## src/rtl/riscv_pkg.sv

```systemverilog
// Shared fetch-stage definitions: widths, the canonical NOP and the fetch FSM states.
package riscv_pkg;
  localparam int          XLEN             = 32;
  localparam logic [31:0] NOP_INSTR        = 32'h0000_0013;  // addi x0, x0, 0
  localparam logic [31:0] DEFAULT_RESET_PC = 32'h0000_0000;

  typedef enum logic {RUN, HALT} fetch_state_e;
endpackage

```

## src/rtl/fetch_unit_if.sv

```systemverilog
// Fetch-stage bus: imem address/data, execute redirect and the IF/ID handshake.
// misalign_err is present only when FETCH_MISALIGN_TRAP_EN is defined.
interface fetch_if #(parameter int XLEN = 32);
  logic [XLEN-1:0] imem_pc;
  logic [31:0]     imem_instr;
  logic            redirect_valid;
  logic [XLEN-1:0] redirect_pc;
  logic            id_ready;
  logic            id_valid;
  logic [XLEN-1:0] id_pc;
  logic [31:0]     id_instr;
  logic [XLEN-1:0] id_pc_plus4;
`ifdef FETCH_MISALIGN_TRAP_EN
  logic            misalign_err;
`endif

  // fetch side
  modport master (
    output imem_pc, id_valid, id_pc, id_instr, id_pc_plus4,
`ifdef FETCH_MISALIGN_TRAP_EN
    output misalign_err,
`endif
    input  imem_instr, redirect_valid, redirect_pc, id_ready
  );

  // imem / execute / decode side
  modport slave (
    input  imem_pc, id_valid, id_pc, id_instr, id_pc_plus4,
`ifdef FETCH_MISALIGN_TRAP_EN
    input  misalign_err,
`endif
    output imem_instr, redirect_valid, redirect_pc, id_ready
  );
endinterface

```

## src/rtl/fetch_unit_if_id_reg.sv

```systemverilog
// IF/ID pipeline register. Priority: reset, flush, kill, load, hold.
// flush drops the slot and parks a NOP; kill only clears valid (trap path).
module if_id_reg
  import riscv_pkg::*;
#(
  parameter int XLEN = 32
) (
  input  logic            clk,
  input  logic            reset,
  input  logic            load,
  input  logic            flush,
  input  logic            kill,
  input  logic [XLEN-1:0] ld_pc,
  input  logic [31:0]     ld_instr,
  output logic            id_valid,
  output logic [XLEN-1:0] id_pc,
  output logic [31:0]     id_instr,
  output logic [XLEN-1:0] id_pc_plus4
);

  // slot update
  always_ff @(posedge clk) begin
    if (reset) begin
      id_valid    <= 1'b0;
      id_pc       <= '0;
      id_instr    <= NOP_INSTR;
      id_pc_plus4 <= XLEN'(4);
    end else if (flush) begin
      id_valid    <= 1'b0;
      id_instr    <= NOP_INSTR;
    end else if (kill) begin
      id_valid    <= 1'b0;
    end else if (load) begin
      id_valid    <= 1'b1;
      id_pc       <= ld_pc;
      id_instr    <= ld_instr;
      id_pc_plus4 <= ld_pc + XLEN'(4);
    end
  end

endmodule

```

## src/rtl/fetch_unit.sv

```systemverilog
// Instruction fetch: pc register, next-pc selection, RUN/HALT FSM and IF/ID slot.
// Optional: FETCH_MISALIGN_TRAP_EN halts on a misaligned redirect target.
module fetch_unit
  import riscv_pkg::*;
#(
  parameter logic [31:0] RESET_PC = DEFAULT_RESET_PC,
  parameter int          XLEN     = 32
) (
  input  logic clk,
  input  logic reset,
  fetch_if.master bus
);

  fetch_state_e    state;
  logic [XLEN-1:0] pc;
  logic            run, slot_free, load, flush, kill, misaligned;

  assign bus.imem_pc = pc;

  // slot control is derived from registered state plus this cycle's inputs
  always_comb begin
    run        = (state == RUN);
    slot_free  = !bus.id_valid || bus.id_ready;
`ifdef FETCH_MISALIGN_TRAP_EN
    misaligned = (bus.redirect_pc[1:0] != 2'b00);
`else
    misaligned = 1'b0;
`endif
    flush      = run && bus.redirect_valid && !misaligned;
    kill       = run && bus.redirect_valid && misaligned;
    load       = run && !bus.redirect_valid && slot_free;
  end

  // pc register and FSM; HALT freezes pc until reset
  always_ff @(posedge clk) begin
    if (reset) begin
      state <= RUN;
      pc    <= RESET_PC;
`ifdef FETCH_MISALIGN_TRAP_EN
      bus.misalign_err <= 1'b0;
`endif
    end else begin
      case (state)
        RUN: begin
          if (bus.redirect_valid) begin
`ifdef FETCH_MISALIGN_TRAP_EN
            if (misaligned) begin
              state            <= HALT;
              bus.misalign_err <= 1'b1;
              pc               <= bus.redirect_pc;  // unmasked so the bad target is visible
            end else begin
              pc <= bus.redirect_pc;
            end
`else
            pc <= bus.redirect_pc & ~XLEN'(3);
`endif
          end else if (slot_free) begin
            pc <= pc + XLEN'(4);
          end
        end
        HALT: ;
        default: state <= RUN;
      endcase
    end
  end

  if_id_reg #(.XLEN(XLEN)) u_if_id (
    .clk         (clk),
    .reset       (reset),
    .load        (load),
    .flush       (flush),
    .kill        (kill),
    .ld_pc       (pc),
    .ld_instr    (bus.imem_instr),
    .id_valid    (bus.id_valid),
    .id_pc       (bus.id_pc),
    .id_instr    (bus.id_instr),
    .id_pc_plus4 (bus.id_pc_plus4)
  );

endmodule

```

## src/flat_wrapper.sv

```systemverilog
// flat-port wrapper written by rule: the top's interface ports become plain ports
module fetch_unit_flat import riscv_pkg::*;
#(
  parameter logic [31:0] RESET_PC = DEFAULT_RESET_PC,
  parameter int          XLEN     = 32
)
  (clk, reset, bus_imem_pc, bus_id_valid, bus_id_pc, bus_id_instr, bus_id_pc_plus4, bus_imem_instr, bus_redirect_valid, bus_redirect_pc, bus_id_ready);
  fetch_if #(.XLEN(XLEN)) bus_i ();
  input  logic clk;
  input  logic reset;
  output wire logic [$bits(bus_i.imem_pc)-1:0] bus_imem_pc;
  output wire logic [$bits(bus_i.id_valid)-1:0] bus_id_valid;
  output wire logic [$bits(bus_i.id_pc)-1:0] bus_id_pc;
  output wire logic [$bits(bus_i.id_instr)-1:0] bus_id_instr;
  output wire logic [$bits(bus_i.id_pc_plus4)-1:0] bus_id_pc_plus4;
  input wire logic [$bits(bus_i.imem_instr)-1:0] bus_imem_instr;
  input wire logic [$bits(bus_i.redirect_valid)-1:0] bus_redirect_valid;
  input wire logic [$bits(bus_i.redirect_pc)-1:0] bus_redirect_pc;
  input wire logic [$bits(bus_i.id_ready)-1:0] bus_id_ready;
  assign bus_imem_pc = bus_i.imem_pc;
  assign bus_id_valid = bus_i.id_valid;
  assign bus_id_pc = bus_i.id_pc;
  assign bus_id_instr = bus_i.id_instr;
  assign bus_id_pc_plus4 = bus_i.id_pc_plus4;
  assign bus_i.imem_instr = bus_imem_instr;
  assign bus_i.redirect_valid = bus_redirect_valid;
  assign bus_i.redirect_pc = bus_redirect_pc;
  assign bus_i.id_ready = bus_id_ready;
  fetch_unit #(.RESET_PC(RESET_PC), .XLEN(XLEN)) u_core (.clk(clk), .reset(reset), .bus(bus_i));
endmodule
```

## config.mk

```make
export PLATFORM = sky130hd
export DESIGN_NAME = fetch_unit_flat
export DESIGN_NICKNAME = d
export VERILOG_FILES = /design/src/rtl/riscv_pkg.sv /design/src/rtl/fetch_unit_if.sv /design/src/rtl/fetch_unit_if_id_reg.sv /design/src/rtl/fetch_unit.sv /design/src/flat_wrapper.sv
export SDC_FILE = /design/constraint.sdc
export NUM_CORES = 1
export LEC_CHECK = 0
export BUFFER_PORTS_ARGS = -buffer_cell sky130_fd_sc_hd__buf_2
export CORE_ASPECT_RATIO = 0.6
export CORE_MARGIN = 4
export CORE_UTILIZATION = 45
export DETAILED_ROUTE_END_ITERATION = 10
export PLACE_DENSITY = 0.83
export REMOVE_ABC_BUFFERS = 1
export SETUP_SLACK_MARGIN = 0.2
export SYNTH_ARGS = -nofsm -noshare
export SYNTH_HDL_FRONTEND = slang
export SYNTH_HIERARCHICAL = 1
export SYNTH_SLANG_ARGS = --single-unit
```

## constraint.sdc

```tcl
create_clock -name clk -period 2.5 [get_ports clk]
set_clock_uncertainty 0.2 [all_clocks]
set_input_delay 0.125 -clock clk [delete_from_list [all_inputs] [get_ports clk]]
set_output_delay 0.125 -clock clk [all_outputs]
set_load 0.01 [all_outputs]
```

Word-level counts from Yosys, hierarchy flattened
Index checks and enable logic that the tools add are counted.
{"block": "classes", "multipliers": 0, "magnitude_cmp": 0, "reduce_logical": 7, "eq_ne": 0, "div": 0, "n_mux": 2, "n_bitwise": 1, "shifts": 0, "add_sub_neg": 1}
{"operator": "$mux W32", "n": 2}
{"operator": "$add A32 B3 Y32 const B", "n": 1}
{"operator": "$logic_not A1 Y1", "n": 2}
{"operator": "$reduce_and A2 Y1", "n": 1}
{"operator": "$reduce_bool A2 Y1", "n": 1}
{"operator": "$reduce_or A2 Y1", "n": 1}
{"operator": "$logic_and A1 B1 Y1", "n": 1}
{"operator": "$logic_or A1 B1 Y1", "n": 1}
{"operator": "$not A1 Y1", "n": 1}
{"block": "word_totals", "word_cells": 16, "mem_bits_ro": 0, "out_inout_bits": 129, "reg_bits": 129, "mem_bits_rw": 0, "n_memories": 0, "latchBits": 0}

Longest topological paths before layout
Gate-level depths: netlist (run 1).
{"block": "logic_depth", "word_depth": 4, "ltp_mapped": 11, "ltp_nobuf": 7}

Cells and area by module
The synthesis (run 1) kept the hierarchy.
{"module": "if_id_reg", "area_per_inst_um2": 3783.6, "cells_per_inst": 468, "seq_area_each_um2": 1901.8, "n_inst": 1}
{"module": "fetch_unit", "area_per_inst_um2": 1934.4, "cells_per_inst": 247, "seq_area_each_um2": 600.6, "n_inst": 1}

Least setup slack after synthesis (run 1)
OpenSTA, ideal clock, no wires.
{"block": "synth_path", "kind": "flip-flop to flip-flop", "start": "register u_core.u_if_id.id_valid", "end": "register u_core.u_if_id.id_pc_plus4[11]", "required_ns": 2.163, "path_stages_with_launch": 11, "slack_ns": -0.078, "arrival_time_ns": 2.241, "synth_period_minus_slack_ns": 2.578, "n_path_buf": 5, "setup_ns": 0.137, "path_cell_list": "dfxtp_1 nor2b_1 clkbuf_1 clkbuf_1 nor2_1 nand2b_1 clkbuf_1 nor2_1 clkbuf_1 buf_1 a211oi_1"}
{"block": "synth_between", "elab_chain_len": 4}
{"element": "start: declaration", "line": "fetch_unit_if_id_reg.sv:15", "source": "output logic id_valid,"}
{"element": "start signal: assignment", "line": "fetch_unit_if_id_reg.sv:24", "source": "id_valid <= 1'b0;"}
{"element": "start signal: assignment", "line": "fetch_unit_if_id_reg.sv:29", "source": "id_valid <= 1'b0;"}
{"element": "start signal: assignment", "line": "fetch_unit_if_id_reg.sv:32", "source": "id_valid <= 1'b0;"}
{"element": "$logic_not A1 Y1", "line": "fetch_unit.sv:23", "source": "slot_free = !bus.id_valid || bus.id_ready;"}
{"element": "$logic_or A1 B1 Y1", "line": "fetch_unit.sv:23"}
{"element": "$logic_and A1 B1 Y1", "line": "fetch_unit.sv:31", "source": "load = run && !bus.redirect_valid && slot_free;"}
{"element": "via u_core.load", "line": "fetch_unit.sv:16", "source": "logic run, slot_free, load, flush, kill, misaligned;"}
{"element": "$reduce_and A2 Y1 (no source line)"}
{"element": "end signal: assignment", "line": "fetch_unit_if_id_reg.sv:37", "source": "id_pc_plus4 <= ld_pc + XLEN'(4);"}
{"element": "end: declaration", "line": "fetch_unit_if_id_reg.sv:18", "source": "output logic [XLEN-1:0] id_pc_plus4"}
The timed path passes the listed nets, and every way through them passes these cells.
A chain may end at the register's enable or synchronous reset.

Worst setup path in the final report (run 1)
{"block": "layout_path", "start": "register u_core.pc[23], in the netlist u_core/bus.imem_pc[23]", "end": "register u_core.pc[31], in the netlist u_core/bus.imem_pc[31]"}
{"block": "layout_between", "elab_chain_len": 3}
{"element": "start: declaration", "line": "fetch_unit.sv:15", "source": "logic [XLEN-1:0] pc;"}
{"element": "start signal: assignment", "line": "fetch_unit.sv:55", "source": "pc <= bus.redirect_pc & ~XLEN'(3);"}
{"element": "start signal: assignment", "line": "fetch_unit.sv:58", "source": "pc <= pc + XLEN'(4);"}
{"element": "$add A32 B3 Y32", "line": "fetch_unit.sv:58"}
{"element": "$mux W32", "line": "fetch_unit.sv:57", "source": "end else if (slot_free) begin"}
{"element": "$mux W32", "line": "fetch_unit.sv:45", "source": "if (bus.redirect_valid) begin"}
Every way passes these cells. The select of a mux whose other input is x is not followed.

==> metrics.md, run 1 <==
| Metric | Value |
|---|---|
| Ys flop type | `dfxtp_1` |
| Area Overhead vs Synth | `46.4%` |
| Commonest non-fill, non-tap cell in the layout | `buf_2` |
| Post-Place Setup Slack | `0.175 ns` |
| H-tree levels | `4` |
| Row count | `31` |
| Post-DR vias/cell | `5.60` |
| Worst setup SP type | `flop` |
| Worst Reg-to-Reg Cells | `5` |
| Slew Limit Fails | `0` |
| Initial DRC count | `about 760` |
| Skew-Pair Late Insertion Delay | `0.42 ns` |
| Seq. cell area | `between 2000 and 3000 um2` |
| GRT Total Usage | `between 20% and 30%` |
| Fin Setup TNS | `0 ns` |
| Drt wl/cell | `17.8 um` |
| Slew headroom | `~60%` |
| Post-route setup slack | `between 0.2 and 0.25 ns` |
| Critical Path Sink | `u_core/bus.imem_pc[31]` |
| Sinks on Clock Net | `roughly 130` |
| CP endpoint kind | `flop` |
| VDD IR-drop max | `0.571 mV` |
| Reg-to-Reg Start | `u_core/bus.imem_pc[23]` |
| GPL Wtd Cong | `0.932` |
| Antenna violations before repair | `2` |
| Unrepaired setup endpoints after global routing | `true` |
| Ys async rst share | `0%` |
| Grt ovf | `0` |
| Drt drc | `0` |
| TritonCTS clock tree | `done` |
| Synth Cell Area | `5720 um2` |
| Root buf cell | `clkbuf_16` |
| R2r endpoint | `u_core/bus.imem_pc[31]` |
| Final Core Density | `68.3%` |
| Layout cell share with drive strength beyond 1 | `29.3%` |
| Outcome | `finished, final reports clean` |
| Setup slack, reg-to-reg | `around 0.23 ns` |
| Flops & latches, synth | `125` |
| Crit path from | `u_core/bus.imem_pc[23]` |
| WL final | `20800 um` |
| CP max FO | `9` |
| Filler Cell Count | `989` |
| Boundary Pins | `197` |
| Hold slack | `0.108 ns` |
| Min Clock Period, post-route | `about 2.3 ns` |
| Total of max-cap violations | `0` |
| Post-synth EDFFs | `0` |
| Final ANT Viol Nets | `0` |
| Crit Path Class | `reg -> reg` |
| Starting Density | `a little under half` |
| Die width | `154 um` |
| Power consumption | `5.35 mW` |
| Most frequent cells in the layout | `buf_2, nand2_1, dfxtp_1` |
| Vias in the first global route | `6155` |
| Final setup violating endpoints | `0` |
| Register area share after synthesis | `43.8%` |
| Nets@finish | `approximately 1100` |
| Via count | `around 6500` |
| Period Utilization, post-route | `90.6%` |
| Final Hold Fails | `0` |
| Achievable Freq | `441 MHz` |
| Post-route insts no fill | `1169` |
| Power per standard cell area | `approximately 640 nW/um2` |
| First-pass GRT wire length | `32400 um` |
| Warnings from Yosys | `6` |
| TritonCTS buffer count | `17` |
| Post-Place Cells | `about 1100` |
| Cell area after layout | `8370 um2` |
| Chip Height | `95.3 um` |
| Area after DPL | `7010 um2` |
| Core region area | `12300 um2` |
| HPWL after DPL | `12800 um` |
| Arr. time, crit path | `2.40 ns` |
| Worst path required time | `between 2 and 3 ns` |
| Lkg Pwr | `3.47 nW` |
| Area of the die | `14600 um2` |
| Min-delay worst type | `in -> reg` |
| Port buffer count | `192` |
| Tightest Pin Transition | `0.608 ns` |
| Post-synthesis cell count | `715` |
| Multi-input gate area | `3050 um2` |
| Clk buf depth | `2` |
| Avg Cell Area, Syn | `8.00 um2` |
| Clock Pin Slew Worst Setup and Hold Paths | `0.06 ns` |
| Drt first pass iters | `8` |
| Largest net degree at the start of global routing | `91` |
| Unique cell type count in the Yosys netlist | `49` |
-- worst min path at each step --
stage                                  from                         end  cells past startpoint
after global placement    bus_imem_instr[0]  u_core/u_if_id/id_instr[0]                      3
after CTS                      bus_id_ready     u_core/u_if_id/id_valid                      5
after floorplan                       reset       u_core/bus.imem_pc[2]                      1
after detailed placement  bus_imem_instr[0]  u_core/u_if_id/id_instr[0]                      3
after global routing           bus_id_ready     u_core/u_if_id/id_valid                      5
final                          bus_id_ready     u_core/u_if_id/id_valid                      5
-- timing repair --
item,CTS,global route
gates resized for setup,3,16
setup buffers,2,2
pin swaps,2,3
hold buffers,67,0
endpoints found under the hold margin,69,0
setup endpoints to repair,5,49
-- final cells by class --
| type | instances | area share (%) |
|---|---|---|
| tap | 165 | 2.47 |
| clock inverter | 11 | 1.69 |
| antenna | 1 | 0.0299 |
| timing repair buffer | 301 | 23.4 |
| multi-input combinational | 534 | 36.5 |
| clock buffer | 21 | 5.38 |
| inverter | 11 | 0.493 |
| sequential | 125 | 30.0 |
-- routing by layer --
metal  vias up  GRT usage (%)  part of all wire, %
met5         -              0                0.096
met2       403           42.9                   45
met1      3005           36.5                   42
li1       3073              -                    -
met4         2           9.77                  2.8
met3        60           8.21                  9.8
-- state kept, by name, summed over array words and instances, names as in the netlist --
signal / cells
u_core/u_if_id/id_pc: 32
u_core/u_if_id/id_instr: 32
u_core/u_if_id/id_pc_plus4: 30
u_core/bus.imem_pc: 30
u_core/u_if_id/id_valid: 1
-- critical path: stages, from the launching register on --
cell      delay [ns]
dfxtp_1         0.56
nand4_1         0.31
buf_4           0.25
or3_1           0.33
or3_1           0.33
o211ai_1        0.19
-- where the power goes --
group	switching (mW)	total, mW	internal, mW
Sequential	0.101	2.18	2.08
Clock	0.938	2.53	1.59
Combinational	0.349	0.649	0.299
Total	1.39	5.35	3.97
-- kinds of logic (layout without fill, tap and decap cells) --
family | count (synthesis) | count (layout) | share of synthesized area, %
buffers and inverters | 62 | 344 | 4.35
other | 1 | 8 | 0.0656
adder cells (fa/ha/maj) | 2 | 2 | 0.438
AND/OR/NAND/NOR | 341 | 341 | 28.9
flip-flops | 125 | 125 | 43.8
AO/OA/AOI/OAI | 148 | 148 | 17.0
XOR/XNOR | 36 | 36 | 5.51
-- cells in the mapped netlist (8+ instances only) --
master / n / area, um2
nor4_1: 10 / 62.6
and3_1: 8 / 50.1
nand2_1: 161 / 604
inv_1: 11 / 41.3
xnor2_1: 16 / 140
a211oi_1: 34 / 255
nor2_1: 60 / 225
xor2_1: 20 / 175
a21oi_1: 65 / 325
nand3_1: 23 / 115
dfxtp_1: 125 / 2500
nand4_1: 20 / 125
clkbuf_1: 44 / 165
and4_1: 8 / 70.1
a311oi_1: 12 / 105
or3_1: 10 / 62.6
(Power assumes the default switching activity.)
==> run 2: changes to the inputs <==
ABC_AREA = 1   (was default)
CORE_UTILIZATION = 25   (was 45)
PLACE_DENSITY = 0.53   (was 0.83)
REMOVE_ABC_BUFFERS = default   (was 1)
==> run 2 against run 1 <==
Effect of this change: power decreased by 3.9%; non-clock buffer count fell by 23; critical path depth up 2; sequential power about the same; count of clock-buffer cells in the layout increased by 3; global-route usage decreased by 11 points; clock power down 7%; wire length rose by 15%; synthesized area up 10%; first-iteration DRC count fell by 44%; critical path type unchanged; largest cell class unchanged; largest power group unchanged.
==> metrics.md, run 2 <==
| Metric | Value |
|---|---|
| Outcome | `finished, final reports clean` |
| Slew Limit Fails | `0` |
| Fin Setup TNS | `0 ns` |
| Slowest cell on crit path | `dfxtp_1` |
| Warnings from Yosys | `6` |
| Largest net degree at the start of global routing | `70` |
| Largest cells by area after synthesis | `dfxtp_1, nand2_1, nor2_1` |
| Core region area | `24500 um2` |
| Area after DPL | `7610 um2` |
| CP cell instances | `nand2_1, nor2_2, nand2_2, xnor2_1, nand2_1, a31oi_1, dlygate4sd3_1` |
| Layout cell share with drive strength beyond 1 | `23.5%` |
| Multi-input gate area | `3310 um2` |
| CP endpoint kind | `flop` |
| Flops & latches, synth | `approximately 130` |
| Post-synthesis cell count | `roughly 950` |
| Post-Place Cells | `~1400` |
| Final ANT Viol Nets | `0` |
| Register area share after synthesis | `39.7%` |
| Final Hold Fails | `0` |
| Antenna violations before repair | `0` |
| Post-route insts no fill | `1536` |
| Clk buf depth | `2` |
| Slew headroom | `53.5%` |
| Lkg Pwr | `roughly 4.1 nW` |
| Cell area after layout | `8850 um2` |
| Achievable Freq | `453 MHz` |
| Starting Density | `25.7%` |
| Period Utilization, post-route | `88.3%` |
| Top-count cell post-synth | `nand2_1` |
| Post-synth EDFFs | `0` |
| Power per standard cell area | `~580 nW/um2` |
| WL final | `24000 um` |
| Area of the die | `27900 um2` |
| Chip Height | `approximately 130 um` |
| Clock Pin Slew Worst Setup and Hold Paths | `around 0.06 ns` |
| Biggest regs | `u_core/u_if_id/id_instr x32, u_core/u_if_id/id_pc x32` |
| Min-delay worst type | `in -> reg` |
| Die width | `213 um` |
| Buffers and inverters on the worst path | `1` |
| Arr. time, crit path | `2.38 ns` |
| H-tree levels | `4` |
| Ys async rst share | `0%` |
| Most frequent cells in the layout | `nand2_1, buf_2, nor2_1` |
| Initial DRC count | `426` |
| Crit Path Class | `reg -> reg` |
| TritonCTS buffer count | `17` |
| Avg Cell Area, Syn | `6.67 um2` |
| Via count | `6943` |
| Total of max-cap violations | `0` |
| HPWL after DPL | `17700 um` |
| Nets@finish | `1271` |
| Min Clock Period, post-route | `2.21 ns` |
| Worst path required time | `2.67 ns` |
| Largest area contributor in the netlist | `dfxtp_1` |
| Area Overhead vs Synth | `40.4%` |
| Skew-Pair Late Insertion Delay | `0.43 ns` |
| Share of the synthesized area in the top cell type | `about two fifths` |
| Final setup violating endpoints | `0` |
| Tightest Pin Transition | `0.698 ns` |
| Post-DR vias/cell | `4.52` |
| Unrepaired setup endpoints after global routing | `true` |
| CP dominant cell by count | `nand2_1` |
| CP delay by family, top | `flip-flops` |
| Sinks on Clock Net | `125` |
| Drt wl/cell | `approximately 16 um` |
| Top cells by count, synth | `nand2_1, nor2_1, dfxtp_1, inv_1, nand3_1` |
| Final antenna diode count | `0` |
| Drt drc | `0` |
| Root buf cell | `clkbuf_16` |
| Boundary Pins | `just under 200` |
| Row count | `44` |
| Seq. cell area | `2510 um2` |
| Drt first pass iters | `5` |
| TritonCTS clock tree | `done` |
| Ys flop type | `dfxtp_1` |
| Worst setup SP type | `flop` |
| Port buffer count | `192` |
| Setup Fix Bufs, Post-CTS | `0` |
| GRT Total Usage | `16.8%` |
| VDD IR-drop max | `0.393 mV` |
| Synth Cell Area | `6310 um2` |
| Filler Cell Count | `~2600` |
| Grt ovf | `0` |
| Unique cell type count in the Yosys netlist | `36` |
| Slowest Stage Delay on Critical Path | `0.62 ns` |
| Power consumption | `a little over 5 mW` |
| Vias in the first global route | `slightly above 6000` |
| CP max FO | `8` |
| GPL Wtd Cong | `just over 0.8` |
| Commonest non-fill, non-tap cell in the layout | `nand2_1` |
| First-pass GRT wire length | `35700 um` |
[run 2: cell count changes after synthesis, moves of 22 or more]
cell      delta
a21oi_1     -29
nand2_1     +91
inv_1       +61
clkbuf_1    -22
nand3_1     +38
a22oi_1     +22
a211oi_1    -29
o21ai_0     +50
nor2_1     +113
[run 2: metrics by stage]
| step | util [%] | hold WS (ns) | setup slack, ns |
|---|---|---|---|
| 6_report | 36.1 | 0.0582 | 0.293 |
| 5_1_grt | 36.1 | 0.0714 | 0.152 |
| 4_1_cts | 36.1 | 0.0161 | 0.226 |
| 3_5_place_dp | 31.1 | 0.127 | 0.463 |
| 3_3_place_gp | 31.1 | 0.123 | 0.484 |
| 2_1_floorplan | - | 0.0382 | 0.708 |
[run 2: cells by family (layout without fill, tap and decap cells)]
logic type / count (synthesis) / after routing / share of synthesized area [%]
other cells: 1 / 6 / 0.0595
fa+ha+maj: 2 / 2 / 0.397
simple gates: 542 / 542 / 37.0
buf+inv: 123 / 387 / 8.23
flops: 125 / 125 / 39.7
xor+xnor: 18 / 18 / 2.50
compound gates: 134 / 134 / 12.1
[run 2: worst reg2reg max path: cells and delay by family, from the launching register on]
kind | cells | cell delay, ns
AND/OR/NAND/NOR | 4 | 0.47
buffers and inverters | 1 | 0.56
flip-flops | 1 | 0.62
XOR/XNOR | 1 | 0.16
AO/OA/AOI/OAI | 1 | 0.13
[run 2: area by class of cell]
type                       count  share of cell area, %
inverter                      77                   3.29
clock buffer                  24                   5.44
sequential                   125                   28.3
timing repair buffer         278                   20.2
clock inverter                 8                  0.735
tap                          322                   4.55
multi-input combinational    702                   37.4
[run 2: final timing paths]
path                                      start                       endpoint  slack, ns  cells past startpoint
setup / recovery          u_core/bus.imem_pc[8]          u_core/bus.imem_pc[9]       0.29                      7
hold / removal               bus_redirect_valid         u_core/bus.imem_pc[10]       0.06                      4
setup reg to reg          u_core/bus.imem_pc[8]          u_core/bus.imem_pc[9]       0.29                      7
hold reg to reg   u_core/u_if_id/id_pc_plus4[2]  u_core/u_if_id/id_pc_plus4[2]       0.25                      1
[run 2: report_power, final]
part	internal (mW)	total, mW	switching [mW]
Clock	1.43	2.35	0.922
Combinational	0.268	0.589	0.321
Sequential	2.07	2.20	0.127
[run 2: routing by layer]
metal / global-route usage [%] / up-vias / wire length [um]
met5: 0 / - / 0
met4: 4.47 / 0 / 276
met3: 4.49 / 16 / 1850
met2: 23.4 / 247 / 10100
met1: 25.5 / 3171 / 11800
li1: - / 3509 / -
[run 2: repair_timing]
action / CTS / global route
gates resized for setup: 0 / 5
endpoints found under the setup margin: 0 / 6
hold buffers: 69 / 0
hold endpoints to repair: 75 / 0
